--- src/rtl/pipeline_pkg.sv ---
// Shared pipeline constants: functional-unit indices and the FU index width helper.
package pipeline_pkg;

  localparam int unsigned FU_MUL         = 0;
  localparam int unsigned FU_DIV         = 1;
  localparam int unsigned NUM_FU_DEFAULT = 2;
  localparam int unsigned FU_IW_DEFAULT  = 1;

  typedef logic [FU_IW_DEFAULT-1:0] fu_idx_t;

  // Width of an FU index; never narrower than one bit.
  function automatic int unsigned fu_iw(input int unsigned num_fu);
    return (num_fu > 1) ? $clog2(num_fu) : 1;
  endfunction

endpackage

--- src/rtl/hazard_fu_tracker.sv ---
// Per-FU in-flight state: busy flag, destination register and a one-cycle kill pulse.
module hazard_fu_tracker #(
  parameter int unsigned REG_AW = 5
) (
  input  logic              i_clk,
  input  logic              i_reset,
  input  logic              i_done,
  input  logic              i_issue,
  input  logic [REG_AW-1:0] i_issue_rd,
  input  logic              i_kill,
  output logic              o_busy,
  output logic [REG_AW-1:0] o_rd,
  output logic              o_kill
);

  logic              busy_q;
  logic [REG_AW-1:0] rd_q;
  logic              kill_q;

  // A new issue wins over a same-cycle completion; kill and issue never target the same FU.
  always_ff @(posedge i_clk or posedge i_reset) begin
    if (i_reset) begin
      busy_q <= 1'b0;
      rd_q   <= '0;
      kill_q <= 1'b0;
    end else begin
      kill_q <= i_kill;
      if (i_issue) begin
        busy_q <= 1'b1;
        rd_q   <= i_issue_rd;
      end else if (i_kill || i_done) begin
        busy_q <= 1'b0;
      end
    end
  end

  assign o_busy = busy_q;
  assign o_rd   = rd_q;
  assign o_kill = kill_q;

endmodule

--- src/rtl/hazard_scoreboard.sv ---
// ID-stage scoreboard: per-register pending/owner table, stall generation, WAW kill,
// FU writeback gating and WB bypass match.
module hazard_scoreboard
  import pipeline_pkg::*;
#(
  parameter int unsigned NUM_REGS = 32,
  parameter int unsigned NUM_FU   = NUM_FU_DEFAULT,
  localparam int unsigned REG_AW  = $clog2(NUM_REGS),
  localparam int unsigned FU_IW   = fu_iw(NUM_FU)
) (
  input  logic              i_clk,
  input  logic              i_reset,
  input  logic              i_id_valid,
  input  logic [REG_AW-1:0] i_id_rs1_addr,
  input  logic              i_id_use_rs1,
  input  logic [REG_AW-1:0] i_id_rs2_addr,
  input  logic              i_id_use_rs2,
  input  logic [REG_AW-1:0] i_id_rd_addr,
  input  logic              i_id_wren,
  input  logic [NUM_FU-1:0] i_id_fu_en,
  input  logic              i_id_fire,
  input  logic [REG_AW-1:0] i_ex_rd_addr,
  input  logic              i_ex_load_instr,
  input  logic              i_wb_wren,
  input  logic [REG_AW-1:0] i_wb_rd_addr,
  input  logic [NUM_FU-1:0] i_fu_done,
  output logic              o_stall_from_ID,
  output logic              o_rs1_eq_rd_WB,
  output logic              o_rs2_eq_rd_WB,
  output logic [NUM_FU-1:0] o_fu_wb_allow,
  output logic [NUM_FU-1:0] o_fu_kill,
  output logic [NUM_FU-1:0] o_fu_busy
);

  logic [NUM_REGS-1:0] pend_q, pend_d;
  logic [FU_IW-1:0]    owner_q [NUM_REGS];
  logic [FU_IW-1:0]    owner_d [NUM_REGS];

  logic [REG_AW-1:0]   fu_rd [NUM_FU];
  logic [NUM_FU-1:0]   issue_fu;
  logic [NUM_FU-1:0]   kill_req;
  logic [NUM_FU-1:0]   wb_allow;

  logic rs1_hit, rs2_hit;
  logic rs1_release, rs2_release;
  logic load_use, raw, structural;
  logic do_issue, fu_issue;

  assign rs1_hit  = i_id_use_rs1 && (i_id_rs1_addr != '0);
  assign rs2_hit  = i_id_use_rs2 && (i_id_rs2_addr != '0);
  assign do_issue = i_id_fire && i_id_wren && (i_id_rd_addr != '0);
  assign fu_issue = |i_id_fu_en;

  // A pending source is released early when its owning FU delivers it this very cycle.
  always_comb begin
    rs1_release = 1'b0;
    rs2_release = 1'b0;
    for (int k = 0; k < NUM_FU; k++) begin
      if (owner_q[i_id_rs1_addr] == FU_IW'(k) && i_fu_done[k] && fu_rd[k] == i_id_rs1_addr)
        rs1_release = 1'b1;
      if (owner_q[i_id_rs2_addr] == FU_IW'(k) && i_fu_done[k] && fu_rd[k] == i_id_rs2_addr)
        rs2_release = 1'b1;
    end
  end

  always_comb begin
    load_use   = i_ex_load_instr &&
                 ((rs1_hit && i_id_rs1_addr == i_ex_rd_addr) ||
                  (rs2_hit && i_id_rs2_addr == i_ex_rd_addr));
    raw        = (rs1_hit && pend_q[i_id_rs1_addr] && !rs1_release) ||
                 (rs2_hit && pend_q[i_id_rs2_addr] && !rs2_release);
    structural = |(i_id_fu_en & o_fu_busy & ~i_fu_done);
  end

  assign o_stall_from_ID = i_id_valid && (load_use || raw || structural);
  assign o_rs1_eq_rd_WB  = rs1_hit && i_wb_wren && (i_id_rs1_addr == i_wb_rd_addr);
  assign o_rs2_eq_rd_WB  = rs2_hit && i_wb_wren && (i_id_rs2_addr == i_wb_rd_addr);

  always_comb begin
    for (int k = 0; k < NUM_FU; k++) begin
      wb_allow[k] = i_fu_done[k] && pend_q[fu_rd[k]] && (owner_q[fu_rd[k]] == FU_IW'(k));
      issue_fu[k] = do_issue && i_id_fu_en[k];
      // WAW: a younger writer to the same rd supersedes FU k unless k finishes now.
      kill_req[k] = do_issue && pend_q[i_id_rd_addr] && (owner_q[i_id_rd_addr] == FU_IW'(k)) &&
                    !i_fu_done[k] && (!fu_issue || !i_id_fu_en[k]);
    end
  end

  assign o_fu_wb_allow = wb_allow;

  // Completion first, then issue, so a same-cycle issue on the same rd keeps it pending.
  always_comb begin
    pend_d  = pend_q;
    owner_d = owner_q;
    for (int k = 0; k < NUM_FU; k++) begin
      if (wb_allow[k]) pend_d[fu_rd[k]] = 1'b0;
    end
    if (do_issue) begin
      pend_d[i_id_rd_addr] = fu_issue;
      for (int k = 0; k < NUM_FU; k++) begin
        if (i_id_fu_en[k]) owner_d[i_id_rd_addr] = FU_IW'(k);
      end
    end
  end

  always_ff @(posedge i_clk or posedge i_reset) begin
    if (i_reset) begin
      pend_q  <= '0;
      owner_q <= '{default: '0};
    end else begin
      pend_q  <= pend_d;
      owner_q <= owner_d;
    end
  end

  for (genvar g = 0; g < NUM_FU; g++) begin : g_fu
    hazard_fu_tracker #(
      .REG_AW (REG_AW)
    ) u_tracker (
      .i_clk      (i_clk),
      .i_reset    (i_reset),
      .i_done     (i_fu_done[g]),
      .i_issue    (issue_fu[g]),
      .i_issue_rd (i_id_rd_addr),
      .i_kill     (kill_req[g]),
      .o_busy     (o_fu_busy[g]),
      .o_rd       (fu_rd[g]),
      .o_kill     (o_fu_kill[g])
    );
  end

  fire_while_stalled: assert property (@(posedge i_clk) disable iff (i_reset)
    !(i_id_fire && o_stall_from_ID));

endmodule

--- config.mk ---
export PLATFORM = sky130hd
export DESIGN_NAME = hazard_scoreboard
export DESIGN_NICKNAME = d
export VERILOG_FILES = /design/src/rtl/pipeline_pkg.sv /design/src/rtl/hazard_fu_tracker.sv /design/src/rtl/hazard_scoreboard.sv
export SDC_FILE = /design/constraint.sdc
export NUM_CORES = 1
export LEC_CHECK = 0
export ABC_CLOCK_PERIOD_IN_PS = 4000
export CORE_ASPECT_RATIO = 1.75
export CORE_UTILIZATION = 57
export CTS_BUF_LIST = sky130_fd_sc_hd__clkbuf_2 sky130_fd_sc_hd__clkbuf_4 sky130_fd_sc_hd__clkbuf_8
export CTS_CLUSTER_DIAMETER = 60
export DETAILED_ROUTE_END_ITERATION = 8
export GPL_TIMING_DRIVEN = 0
export PLACE_DENSITY = 0.79
export SYNTH_ARGS = -nofsm -noshare
export SYNTH_HDL_FRONTEND = slang
export SYNTH_HIERARCHICAL = 1
export SYNTH_SLANG_ARGS = --single-unit
--- constraint.sdc ---
create_clock -name i_clk -period 4 [get_ports i_clk]
set_input_delay 1 -clock i_clk [delete_from_list [all_inputs] [get_ports i_clk]]
set_output_delay 1 -clock i_clk [all_outputs]
set_load 0.02 [all_outputs]
==> out/metrics.cfg <==
[run_status]
outcome=complete, but fails checks
violations=negative setup slack

[timing]
slew_viol_final=0
hold_slack_ps=520
final_hold_viol_count=0
relSlewSlack=0.107
fmax_mhz=246
worstMarginPinSlew_ps=1340
fin_crit_sh=1.01
finalSetupTns_ps=-58.3
rsz0062_at_grt=yes
setup_viol=1
min_period_ps=4060
setup_slack_ps=-58.3
skew_ps=6.89

[worst_setup_path]
r2r_slack_ps=750
path_cells=buf_1 -> xnor2_1 -> nand4_1 -> buf_4 -> or2_1 -> mux2_4 -> a2111oi_4 -> nand4_1 -> buf_6
r2r-start=g_fu[0].u_tracker/o_rd[1]
crit_type=input pin to output pin
start_kind=input pin
worst_ep_arrival_time_ps=3060
crit_top_cell=nand4_1
cp.required_ps=3000
end_kind=output pin
timing.rr.end=pend_q[22]
cpPeakStageDelay_ps=390
crit_slowest_cell=buf_1
reg2reg_depth=15
critPathMaxFanout=7

[synthesis]
syn_avg_cell_area_um2=9.80
synthArstFlopShare=1.00
yosysTopAreaCellShare=0.260
netlist_instances=766
yosysSeqAreaShare=0.260
synth_edf_count=0
yosysMostFrequentCell=dfrtp_1
ys_top_cells_by_count=78 x dfrtp_1, 71 x o21ai_0, 67 x nand2_1, 59 x mux4_2, 52 x mux2i_1
synthFlopType=dfrtp_1
yosys_register_bits=78
ys_types=77
synth_area_leader_cell=dfrtp_1
yosysWarnings=6
synthTopCellsByArea=dfrtp_1 26%, mux4_2 18%, mux2i_1 6.9%
synth.net_count=804
syn_area_um2=7510

[power]
comb_power_share=0.482
vdd_drop_max_mv=0.375
clkPwrFrac=0.180
seqPwrFrac=0.338
power_mw=3.70
p_int_mw=2.06
p_sw_mw=1.64
cellLeakagePower_nw=3.27
swShare=0.443
p_per_area_nw_per_um2=424

[placement]
gp_congestion=1.05
hpwl_um=25200
placed_cell_area_um2=8120
port_buffers=38

[die]
start_util=0.583
die_h_um=154
core_um2=12900
io-pin-count=47
fp.dieW_um=88.7
core.rowCount=55
die_area_um2=13600

[grt]
antenna_found_initial=0
grt_pass1_vias=8067
grt_first_pass_wirelength_um=52200
grt-ovfl-total=0
grt_usage=0.553
grt_max_degree=34

[routing]
routed.top_layer=met4
drc=0
ant_nets=0
wl_met2_um=15600
met1_length_um=10300
wl_per_cell_um=34.2
vias_per_cell=7.94
wirelength_um=34800
vias=8080
drtPass1Iterations=7
dr.first_iter.drc_count=1121
wl_met3_um=4460

[cts]
htreeDepth=3
ctsRootBufferMaster=clkbuf_8
cts.clk_slew.worst_paths_ps=80
ctsHoldBuffers=0
clk_latency_ps=370
cts_tree=done
numCtsBuffers=9
clock-sinks=78
clock_path_buffers=2

[layout]
drive_gt1_frac=0.246
fillers=1027
area_growth_pct=16.4
nets=881
diodes=0
design_area_um2=8740

[worst_hold_path]
min_path_cells=1
hp-class=register to register
min_to=g_fu[0].u_tracker/o_busy
min_from=g_fu[0].u_tracker/o_busy

[run]
maxCapViolCount=0

==> logic make-up (layout without fill, tap and decap cells) <==
| group | Yosys count | after routing | share of synthesized area |
|---|---|---|---|
| DFF | 78 | 78 | 0.260 |
| buffers and inverters | 81 | 162 | 0.0577 |
| AOI/OAI and AO/OA | 182 | 182 | 0.174 |
| muxes | 134 | 134 | 0.288 |
| xor gates and xnor gates | 40 | 40 | 0.0467 |
| and+or+nand+nor | 251 | 251 | 0.174 |
==> placed cells by master, fill, tap and decap left out, drive strengths merged, types with 4 or more instances in the layout <==
cell | synthesis | layout
nand4 | 18 | 18
clkinvlp | 0 | 4
o31ai | 8 | 8
mux2i | 52 | 52
mux4 | 60 | 60
clkbuf | 29 | 40
a22oi | 13 | 13
nor3 | 40 | 40
nand2 | 67 | 67
a21oi | 5 | 5
nor2 | 33 | 33
xnor2 | 30 | 30
o32ai | 9 | 9
nand3b | 5 | 5
o311ai | 4 | 4
inv | 12 | 11
nor4 | 15 | 15
nand3 | 20 | 20
o221ai | 6 | 6
buf | 40 | 69
o41ai | 5 | 5
nor4b | 4 | 4
xor2 | 10 | 10
a211oi | 7 | 7
nor2b | 6 | 6
or2 | 8 | 8
nor3b | 6 | 6
a22o | 6 | 6
nand2b | 8 | 8
mux2 | 22 | 22
and3 | 8 | 8
dfrtp | 78 | 78
o21ai | 75 | 75
o22ai | 18 | 18
clkdlybuf4s50 | 0 | 30
==> registers in the layout, indices dropped and copies added (netlist names) <==
| register | cells |
|---|---|
| g_fu.u_tracker/o_kill | 2 |
| g_fu.u_tracker/o_busy | 2 |
| pend_q | 32 |
| owner_q | 32 |
| g_fu.u_tracker/o_rd | 10 |
==> how the worst max path moves through the flow <==
| stage | startpoint | to | slack [ps] | cells after the start |
|---|---|---|---|---|
| 2_1_floorplan | i_id_rs2_addr[3] | o_stall_from_ID | 60 | 8 |
| 3_3_place_gp | i_id_rs2_addr[1] | o_stall_from_ID | -1090 | 9 |
| 3_5_place_dp | i_id_rs2_addr[1] | o_stall_from_ID | -1090 | 9 |
| 4_1_cts | i_id_rs2_addr[2] | o_stall_from_ID | -170 | 10 |
| 5_1_grt | i_id_rs2_addr[3] | o_stall_from_ID | -100 | 10 |
| 6_report | i_id_rs2_addr[4] | o_stall_from_ID | -60 | 9 |
==> area by class of cell <==
class / instances / area [µm²] / area share
inverter: 12 / 48.8 / 0.00558
multi-input combinational: 607 / 5220 / 0.597
clock inverter: 6 / 87.6 / 0.0100
timing repair buffer: 67 / 619 / 0.0709
sequential: 78 / 1950 / 0.224
tap: 171 / 214 / 0.0245
clock buffer: 9 / 124 / 0.0142
buffer: 68 / 474 / 0.0543
==> power groups by stage <==
| stage | Clock (mW) | Sequential [mW] | Combinational (mW) |
|---|---|---|---|
| 2_1_floorplan | 0 | 1.09 | 1.14 |
| 3_3_place_gp | 0 | 1.21 | 1.54 |
| 3_5_place_dp | 0 | 1.23 | 1.57 |
| 4_1_cts | 0.657 | 1.21 | 1.61 |
| 5_1_grt | 0.693 | 1.25 | 1.85 |
| 6_report | 0.666 | 1.25 | 1.78 |
==> repair_timing <==
action	in CTS	in global routing
pin swaps	6	8
resized for setup	38	46
hold endpoints to repair	0	0
endpoints found under the setup margin	5	7
buffers inserted	13	15
==> worst max-delay path: cells and delay by family <==
kind / cells / cell delay [ps]
AOI/OAI and AO/OA: 1 / 360
xor gates and xnor gates: 1 / 170
buffers and inverters: 3 / 730
muxes: 1 / 300
and+or+nand+nor: 3 / 500
==> layer usage <==
layer | GRT usage | vias up
li1 | - | 3165
met2 | 0.789 | 826
met5 | 0.0870 | -
met3 | 0.297 | 312
met1 | 0.553 | 3777
met4 | 0.512 | 0
==> stage by stage <==
stage                     setup slack, ps  utilization  std cells
after global placement              -1090        0.629        975
after detailed placement            -1090        0.631        976
after floorplan                      58.6            -        766
after CTS                            -174        0.661       1004
after global routing                 -101        0.679       1018
final                               -58.3        0.679       1018
Note: power is estimated with default switching activity, not from simulation.
